[src/rtl/sgdmac_pkg.sv]
// sgdmac_pkg
// Shared definitions for the scatter-gather DMA descriptor memory slave:
// AXI response and burst-type codes, the only legal beat size, the burst
// FSM state type and a helper that classifies an AR request as unservable.
package sgdmac_pkg;

   localparam logic [1:0] RESP_OKAY   = 2'b00;
   localparam logic [1:0] RESP_SLVERR = 2'b10;

   localparam logic [1:0] BURST_FIXED = 2'b00;
   localparam logic [1:0] BURST_INCR  = 2'b01;

   localparam logic [2:0] SIZE_4B     = 3'b010;

   typedef enum logic {
      ST_IDLE  = 1'b0,
      ST_BURST = 1'b1
   } state_e;

   // A burst is rejected as a whole when the beat size is not one word or
   // the burst type is WRAP/reserved (both have bit 1 set).
   function automatic logic burst_bad(input logic [2:0] size,
                                      input logic [1:0] burst);
      return (size != SIZE_4B) || burst[1];
   endfunction

endpackage

[src/rtl/sgdmac_desc_ram.sv]
// sgdmac_desc_ram
// Descriptor word storage: one write port, one synchronous read port.
// A read and a write of the same word on the same edge return the old word;
// the new word is visible to reads from the following edge. The array is
// never reset, so its contents survive a controller reset.
// Ports:
//   clk      - clock
//   wr_en    - write strobe
//   wr_idx   - write word index
//   wr_data  - write data
//   rd_en    - read strobe; rd_data holds its value while low
//   rd_idx   - read word index
//   rd_data  - registered read data
module sgdmac_desc_ram #(
   parameter int DEPTH = 64,
   parameter int IDX_W = 6
) (
   input  logic             clk,
   input  logic             wr_en,
   input  logic [IDX_W-1:0] wr_idx,
   input  logic [31:0]      wr_data,
   input  logic             rd_en,
   input  logic [IDX_W-1:0] rd_idx,
   output logic [31:0]      rd_data
);

   logic [31:0] mem [DEPTH];

   always_ff @(posedge clk) begin
      if (wr_en) mem[wr_idx] <= wr_data;
      if (rd_en) rd_data     <= mem[rd_idx];
   end

endmodule

[src/rtl/sgdmac_desc_mem_slave.sv]
// sgdmac_desc_mem_slave
// Read-only AXI-style slave serving descriptor words from a local memory
// that the host preloads through a simple write port.
// Handshake rule: a transfer happens on a rising edge where valid and ready
// are both high; once valid is raised its payload stays constant until that
// edge, and valid never drops without a transfer (except on reset).
// One burst is served at a time: AR is accepted only in IDLE, the first R
// beat appears the cycle after acceptance and following beats stream with
// no bubble while rready_i is held high.
// Ports:
//   clk, rst_n            - clock, synchronous active-low reset
//   arid_i .. arvalid_i   - AR request; arready_o high only in IDLE
//   rid_o .. rvalid_o     - R beat outputs; rready_i accepts a beat
//   ld_en_i, ld_idx_i,
//   ld_data_i             - host preload write, usable at any time
//   state_o               - current FSM state (debug)
module sgdmac_desc_mem_slave
   import sgdmac_pkg::*;
#(
   parameter int          DEPTH_WORDS = 64,
   parameter logic [31:0] BASE_ADDR   = 32'h0000_1000
) (
   input  logic                           clk,
   input  logic                           rst_n,
   input  logic [3:0]                     arid_i,
   input  logic [31:0]                    araddr_i,
   input  logic [3:0]                     arlen_i,
   input  logic [2:0]                     arsize_i,
   input  logic [1:0]                     arburst_i,
   input  logic                           arvalid_i,
   output logic                           arready_o,
   output logic [3:0]                     rid_o,
   output logic [31:0]                    rdata_o,
   output logic [1:0]                     rresp_o,
   output logic                           rlast_o,
   output logic                           rvalid_o,
   input  logic                           rready_i,
   input  logic                           ld_en_i,
   input  logic [$clog2(DEPTH_WORDS)-1:0] ld_idx_i,
   input  logic [31:0]                    ld_data_i,
   output state_e                         state_o
);

   localparam int IDX_W = $clog2(DEPTH_WORDS);

   state_e      state_q, state_d;

   logic [3:0]  id_q;
   logic [31:0] addr_q;      // byte address of the beat currently presented
   logic [3:0]  cnt_q;       // beats remaining after the presented one
   logic [1:0]  burst_q;
   logic        bad_q;       // whole burst answered with SLVERR

   logic        rvalid_q;
   logic        rlast_q;
   logic [1:0]  rresp_q;
   logic        zero_q;      // force rdata to zero for an errored beat

   logic        ar_hs;
   logic        r_hs;
   logic        fetch;       // load a new beat into the R outputs this edge
   logic        fetch_last;
   logic [31:0] fetch_addr;
   logic [29:0] fetch_word;
   logic        fetch_bad;
   logic        fetch_in_range;
   logic        fetch_err;
   logic [31:0] ram_q;
   logic        ld_ok;

   assign ar_hs = arvalid_i && (state_q == ST_IDLE);
   assign r_hs  = rvalid_q && rready_i;

   // ---------------- FSM ----------------
   always_ff @(posedge clk) begin
      if (!rst_n) state_q <= ST_IDLE;
      else        state_q <= state_d;
   end

   always_comb begin
      state_d    = state_q;
      fetch      = 1'b0;
      fetch_last = 1'b0;
      fetch_addr = addr_q;
      case (state_q)
         ST_IDLE: begin
            if (ar_hs) begin
               state_d    = ST_BURST;
               fetch      = 1'b1;
               fetch_addr = araddr_i;
               fetch_last = (arlen_i == 4'd0);
            end
         end
         ST_BURST: begin
            if (r_hs) begin
               if (cnt_q == 4'd0) begin
                  state_d = ST_IDLE;
               end else begin
                  fetch      = 1'b1;
                  fetch_addr = addr_q + ((burst_q == BURST_INCR) ? 32'd4 : 32'd0);
                  fetch_last = (cnt_q == 4'd1);
               end
            end
         end
         default: state_d = ST_IDLE;
      endcase
   end

   // ---------------- beat address decode ----------------
   // Subtraction wraps modulo 2^32; addresses below the base are caught by
   // the explicit compare rather than by the wrapped word index.
   assign fetch_word     = 30'((fetch_addr - BASE_ADDR) >> 2);
   assign fetch_in_range = (fetch_addr >= BASE_ADDR) &&
                           ({2'b00, fetch_word} < 32'(DEPTH_WORDS));
   assign fetch_bad      = ar_hs ? burst_bad(arsize_i, arburst_i) : bad_q;
   assign fetch_err      = fetch_bad || !fetch_in_range;

   // ---------------- burst context and R registers ----------------
   always_ff @(posedge clk) begin
      if (!rst_n) begin
         id_q     <= '0;
         addr_q   <= '0;
         cnt_q    <= '0;
         burst_q  <= BURST_FIXED;
         bad_q    <= 1'b0;
         rvalid_q <= 1'b0;
         rlast_q  <= 1'b0;
         rresp_q  <= RESP_OKAY;
         zero_q   <= 1'b1;
      end else begin
         if (ar_hs) begin
            id_q    <= arid_i;
            burst_q <= arburst_i;
            bad_q   <= burst_bad(arsize_i, arburst_i);
            cnt_q   <= arlen_i;
         end else if (fetch) begin
            cnt_q   <= cnt_q - 4'd1;
         end

         if (fetch) begin
            addr_q   <= fetch_addr;
            rvalid_q <= 1'b1;
            rlast_q  <= fetch_last;
            rresp_q  <= fetch_err ? RESP_SLVERR : RESP_OKAY;
            zero_q   <= fetch_err;
         end else if (r_hs) begin
            rvalid_q <= 1'b0;
            rlast_q  <= 1'b0;
         end
      end
   end

   // ---------------- storage ----------------
   assign ld_ok = ld_en_i && (32'(ld_idx_i) < 32'(DEPTH_WORDS));

   // The RAM read register only updates on a fetch, so it doubles as the
   // held rdata during R stalls.
   sgdmac_desc_ram #(
      .DEPTH (DEPTH_WORDS),
      .IDX_W (IDX_W)
   ) u_ram (
      .clk     (clk),
      .wr_en   (ld_ok),
      .wr_idx  (ld_idx_i),
      .wr_data (ld_data_i),
      .rd_en   (fetch),
      .rd_idx  (fetch_word[IDX_W-1:0]),
      .rd_data (ram_q)
   );

   assign arready_o = (state_q == ST_IDLE);
   assign rid_o     = id_q;
   assign rdata_o   = zero_q ? 32'd0 : ram_q;
   assign rresp_o   = rresp_q;
   assign rlast_o   = rlast_q;
   assign rvalid_o  = rvalid_q;
   assign state_o   = state_q;

endmodule

[config.mk]
export PLATFORM = sky130hd
export DESIGN_NAME = sgdmac_desc_mem_slave
export DESIGN_NICKNAME = d
export VERILOG_FILES = /design/src/rtl/sgdmac_pkg.sv /design/src/rtl/sgdmac_desc_ram.sv /design/src/rtl/sgdmac_desc_mem_slave.sv
export SDC_FILE = /design/constraint.sdc
export NUM_CORES = 2
export LEC_CHECK = 0
export ABC_CLOCK_PERIOD_IN_PS = 10400
export BUFFER_PORTS_ARGS = -buffer_cell sky130_fd_sc_hd__buf_2
export CAP_MARGIN = 20
export CORE_MARGIN = 4
export CORE_UTILIZATION = 45
export CTS_BUF_LIST = sky130_fd_sc_hd__clkbuf_8
export CTS_CLUSTER_SIZE = 28
export DETAILED_ROUTE_END_ITERATION = 7
export PLACE_DENSITY = 0.59
export SYNTH_ARGS = -nofsm -noshare
export SYNTH_HDL_FRONTEND = slang
export SYNTH_SLANG_ARGS = --single-unit
[constraint.sdc]
create_clock -name clk -period 10.4 [get_ports clk]
set_input_delay 2.08 -clock clk [delete_from_list [all_inputs] [get_ports clk]]
set_output_delay 2.08 -clock clk [all_outputs]
set_load 0.005 [all_outputs]
==> flow_metrics.tcl <==
set metrics [dict create \
    start_util_pct 45.4 \
    gp_congestion 0.840 \
    cts_made_buffers 361 \
    worstPathMaxFanout 54 \
    crit_path_start "arvalid_i" \
    crit_family "buffers and inverters" \
    required_ps 11240 \
    r2r_slack_ps 4690 \
    fp.dieW_um 441 \
    final_layout_size_suffix_gt1_share_pct 13.5 \
    clock_latency_ps 1070 \
    fillers 15600 \
    rows 158 \
    seq_area_frac_synth_pct 75.1 \
    cts_hold_buf 0 \
    yosys_most_used_dff "edfxtp_1" \
    rsz0062_at_grt "no" \
    synth_most_common_cell "edfxtp_1" \
    layout.nets 6249 \
    cp.arrival_ps 6830 \
    status "complete, but fails checks" \
    grt_pass1_vias 52100 \
    cp_num_buf_inv 6 \
    yosys.cell_types.count 82 \
    root_buffer "clkbuf_8" \
    tightest_slew_ps 1140 \
    cts-resized-gates 0 \
    grtUsageTotal_pct 27.3 \
    critPathSlowestCell "buf_4" \
    cpMostUsedCell "buf_4" \
    hold_class "flip-flop to flip-flop" \
    io_pins 130 \
    vdd_drop_max_uv 144 \
    postCtsSetupBuffers 0 \
    hold_violations 0 \
    slew_violations 0 \
    netlist_area_um2 84400 \
    synth_fp_nets 5978 \
    synth_top_area_share_pct 74.0 \
    coreArea_um2 186000 \
    rr_worst_depth 13 \
    max_slew_margin_pct 23.5 \
    path_clk_slew_ps 60 \
    period_needed_ps 5990 \
    tritoncts "yes" \
    die_area_um2 195000 \
    drtPass1Iterations 8 \
    vias_per_cell 6.18 \
    max_freq_mhz 167 \
    synth_edf_count 2080 \
    finalSetupViolations 0 \
    failed_checks "design-rule violations" \
    timing.rr.end "u_ram.rd_data[31]" \
    grt_overflow 0 \
    crit_path_end_kind "flip-flop" \
    h-tree-depth 5 \
    fin_crit_sh_pct 57.6 \
    grt_max_degree 153 \
    io_buffer_count 126 \
    antenna_found_initial 17 \
    setup-tns-final_ps 0 \
    p_per_area_nw_per_um2 194 \
    avgSynthCellArea_um2 14.3 \
    finalWirelength_mm 271 \
    synthArstFlopShare_pct 0 \
    die-height_um 441 \
    crit_path_max_incr_delay_ps 700 \
    ys_warn_count 0 \
    grt_pass1_wl_mm 382 \
    ant_nets 0 \
    path_cells "buf_2 -> nand2b_1 -> buf_4 -> o32a_2 -> buf_4 -> and2_4 -> buf_4 -> buf_4 -> mux2i_1 -> a2111o_1 -> o21ai_0 -> a2111oi_2 -> buf_4 -> and3b_1" \
    vias 55000 \
    p_leak_nw 31.8 \
    critical_path_class "input port to flip-flop" \
    worst_setup_path_start_kind "input port" \
    cts_num_sinks 2126 \
    critPathCapture "u_ram.rd_data[31]" \
    drc 1 \
    final_util_pct 50.9 \
    yosysTopAreaCell "edfxtp_1" \
    critical_path_depth 14 \
    drv_cap 0 \
    ys_seq_elements 2126 \
    timing.rr.start "state_o" \
    dp_hpwl_mm 147 \
    yosys-top-cells-area "edfxtp_1 (74%), nand2_1 (5.8%), mux2i_1 (2.3%)" \
    drt_iter0_drc 7155 \
    clock_path_buffers 4 \
    synthCells 5886 \
    area_delta_synth_final_pct 12.2 \
    fin_skew_ps 81.7 \
    wl_per_cell_um 30.4 \
    synth_common_cells "edfxtp_1 (2080), nand2_1 (1301), nand3_1 (355)" \
]
## power breakdown
| part | switching (mW) | total (mW) | internal [mW] |
|---|---|---|---|
| Combinational | 1.62 | 2.23 | 0.603 |
| Sequential | 0.0468 | 9.56 | 9.51 |
| Clock | 3.32 | 6.63 | 3.30 |
## kinds of logic after synthesis
group / after synthesis / share of synthesized area, %
AOI/OAI and AO/OA: 943 / 8.35
adders and majority gates: 4 / 0.0593
xor gates and xnor gates: 2 / 0.0207
and+or+nand+nor: 2181 / 11.5
muxes: 217 / 2.62
other: 1 / 0.00444
buffers and inverters: 412 / 2.36
DFF: 2126 / 75.1
## per-stage QoR
| stage | total power [mW] | instances | hold WS, ps | area, um2 | setup slack [ps] |
|---|---|---|---|---|---|
| 2_1_floorplan | 11.0 | 5886 | 432 | 84400 | 5710 |
| 3_3_place_gp | 11.9 | 8254 | 442 | 88200 | 3260 |
| 3_5_place_dp | 11.9 | 8256 | 453 | 88300 | 3390 |
| 4_1_cts | 18.5 | 8876 | 461 | 94400 | 4550 |
| 5_1_grt | 19.0 | 8896 | 481 | 94700 | 4210 |
| 6_report | 18.4 | 8904 | 456 | 94800 | 4410 |
## cell usage in the layout, fill, tap and decap left out, types with 36 or more instances in the layout
master and n:
clkbuf_8 367, buf_4 155, edfxtp_1 2080, and3_1 190
a32oi_1 146, nand2_1 1298, nand3_1 355, o21ai_0 54
nor2_1 69, inv_1 114, nor2b_1 36, nand4_1 51
a211oi_1 171, mux2i_1 191, a311oi_1 106, dfxtp_1 45
a31oi_1 156, a21oi_1 87, clkinv_1 104, nor2_4 73
buf_2 127
## layer usage
metal | up-vias | GRT usage [%] | share of wire, %
met2 | 3196 | 42.6 | 46
met1 | 28000 | 38.5 | 40
met4 | 2 | 9.41 | 3.4
li1 | 23300 | - | -
met3 | 556 | 5.69 | 10
met5 | - | 0 | 0.0041
## state kept, by name, indices dropped and copies added, names as in the netlist
register	flops
burst_q	2
zero_q	1
rvalid_o	1
rid_o	4
u_ram.rd_data	32
u_ram.mem	2048
rresp_o	1
state_o	1
addr_q	30
cnt_q	4
bad_q	1
rlast_o	1
## worst min-delay path by stage
stage          depth (start not counted)         end  slack, ps  startpoint
2_1_floorplan                          2  burst_q[0]        430  burst_q[0]
3_3_place_gp                           2    rid_o[3]        440    rid_o[3]
3_5_place_dp                           2    rid_o[2]        450    rid_o[2]
4_1_cts                                2    rid_o[2]        460    rid_o[2]
5_1_grt                                2    rid_o[0]        480    rid_o[0]
6_report                               2    rid_o[2]        460    rid_o[2]
## cell type report
| type | count | area [um2] | share of cell area [%] |
|---|---|---|---|
| sequential | 2126 | 63400 | 66.9 |
| timing repair buffer | 311 | 2390 | 2.52 |
| clock buffer | 367 | 5050 | 5.33 |
| antenna | 10 | 25.0 | 0.0264 |
| inverter | 9 | 33.8 | 0.0356 |
| tap | 2480 | 3100 | 3.27 |
| multi-input combinational | 3348 | 19700 | 20.8 |
| clock inverter | 253 | 1080 | 1.14 |
## worst reg2reg max path, stage by stage, from the launching register on
cell and delay, ps:
dfxtp_1 850, nand2b_1 200, buf_4 410, o32a_2 230
buf_4 470, and2_4 680, buf_4 720, buf_4 610
mux2i_1 260, a2111o_1 180, o21ai_0 110, a2111oi_2 320
buf_4 270, and3b_1 200
No activity file was read; power rests on OpenSTA's default activity.
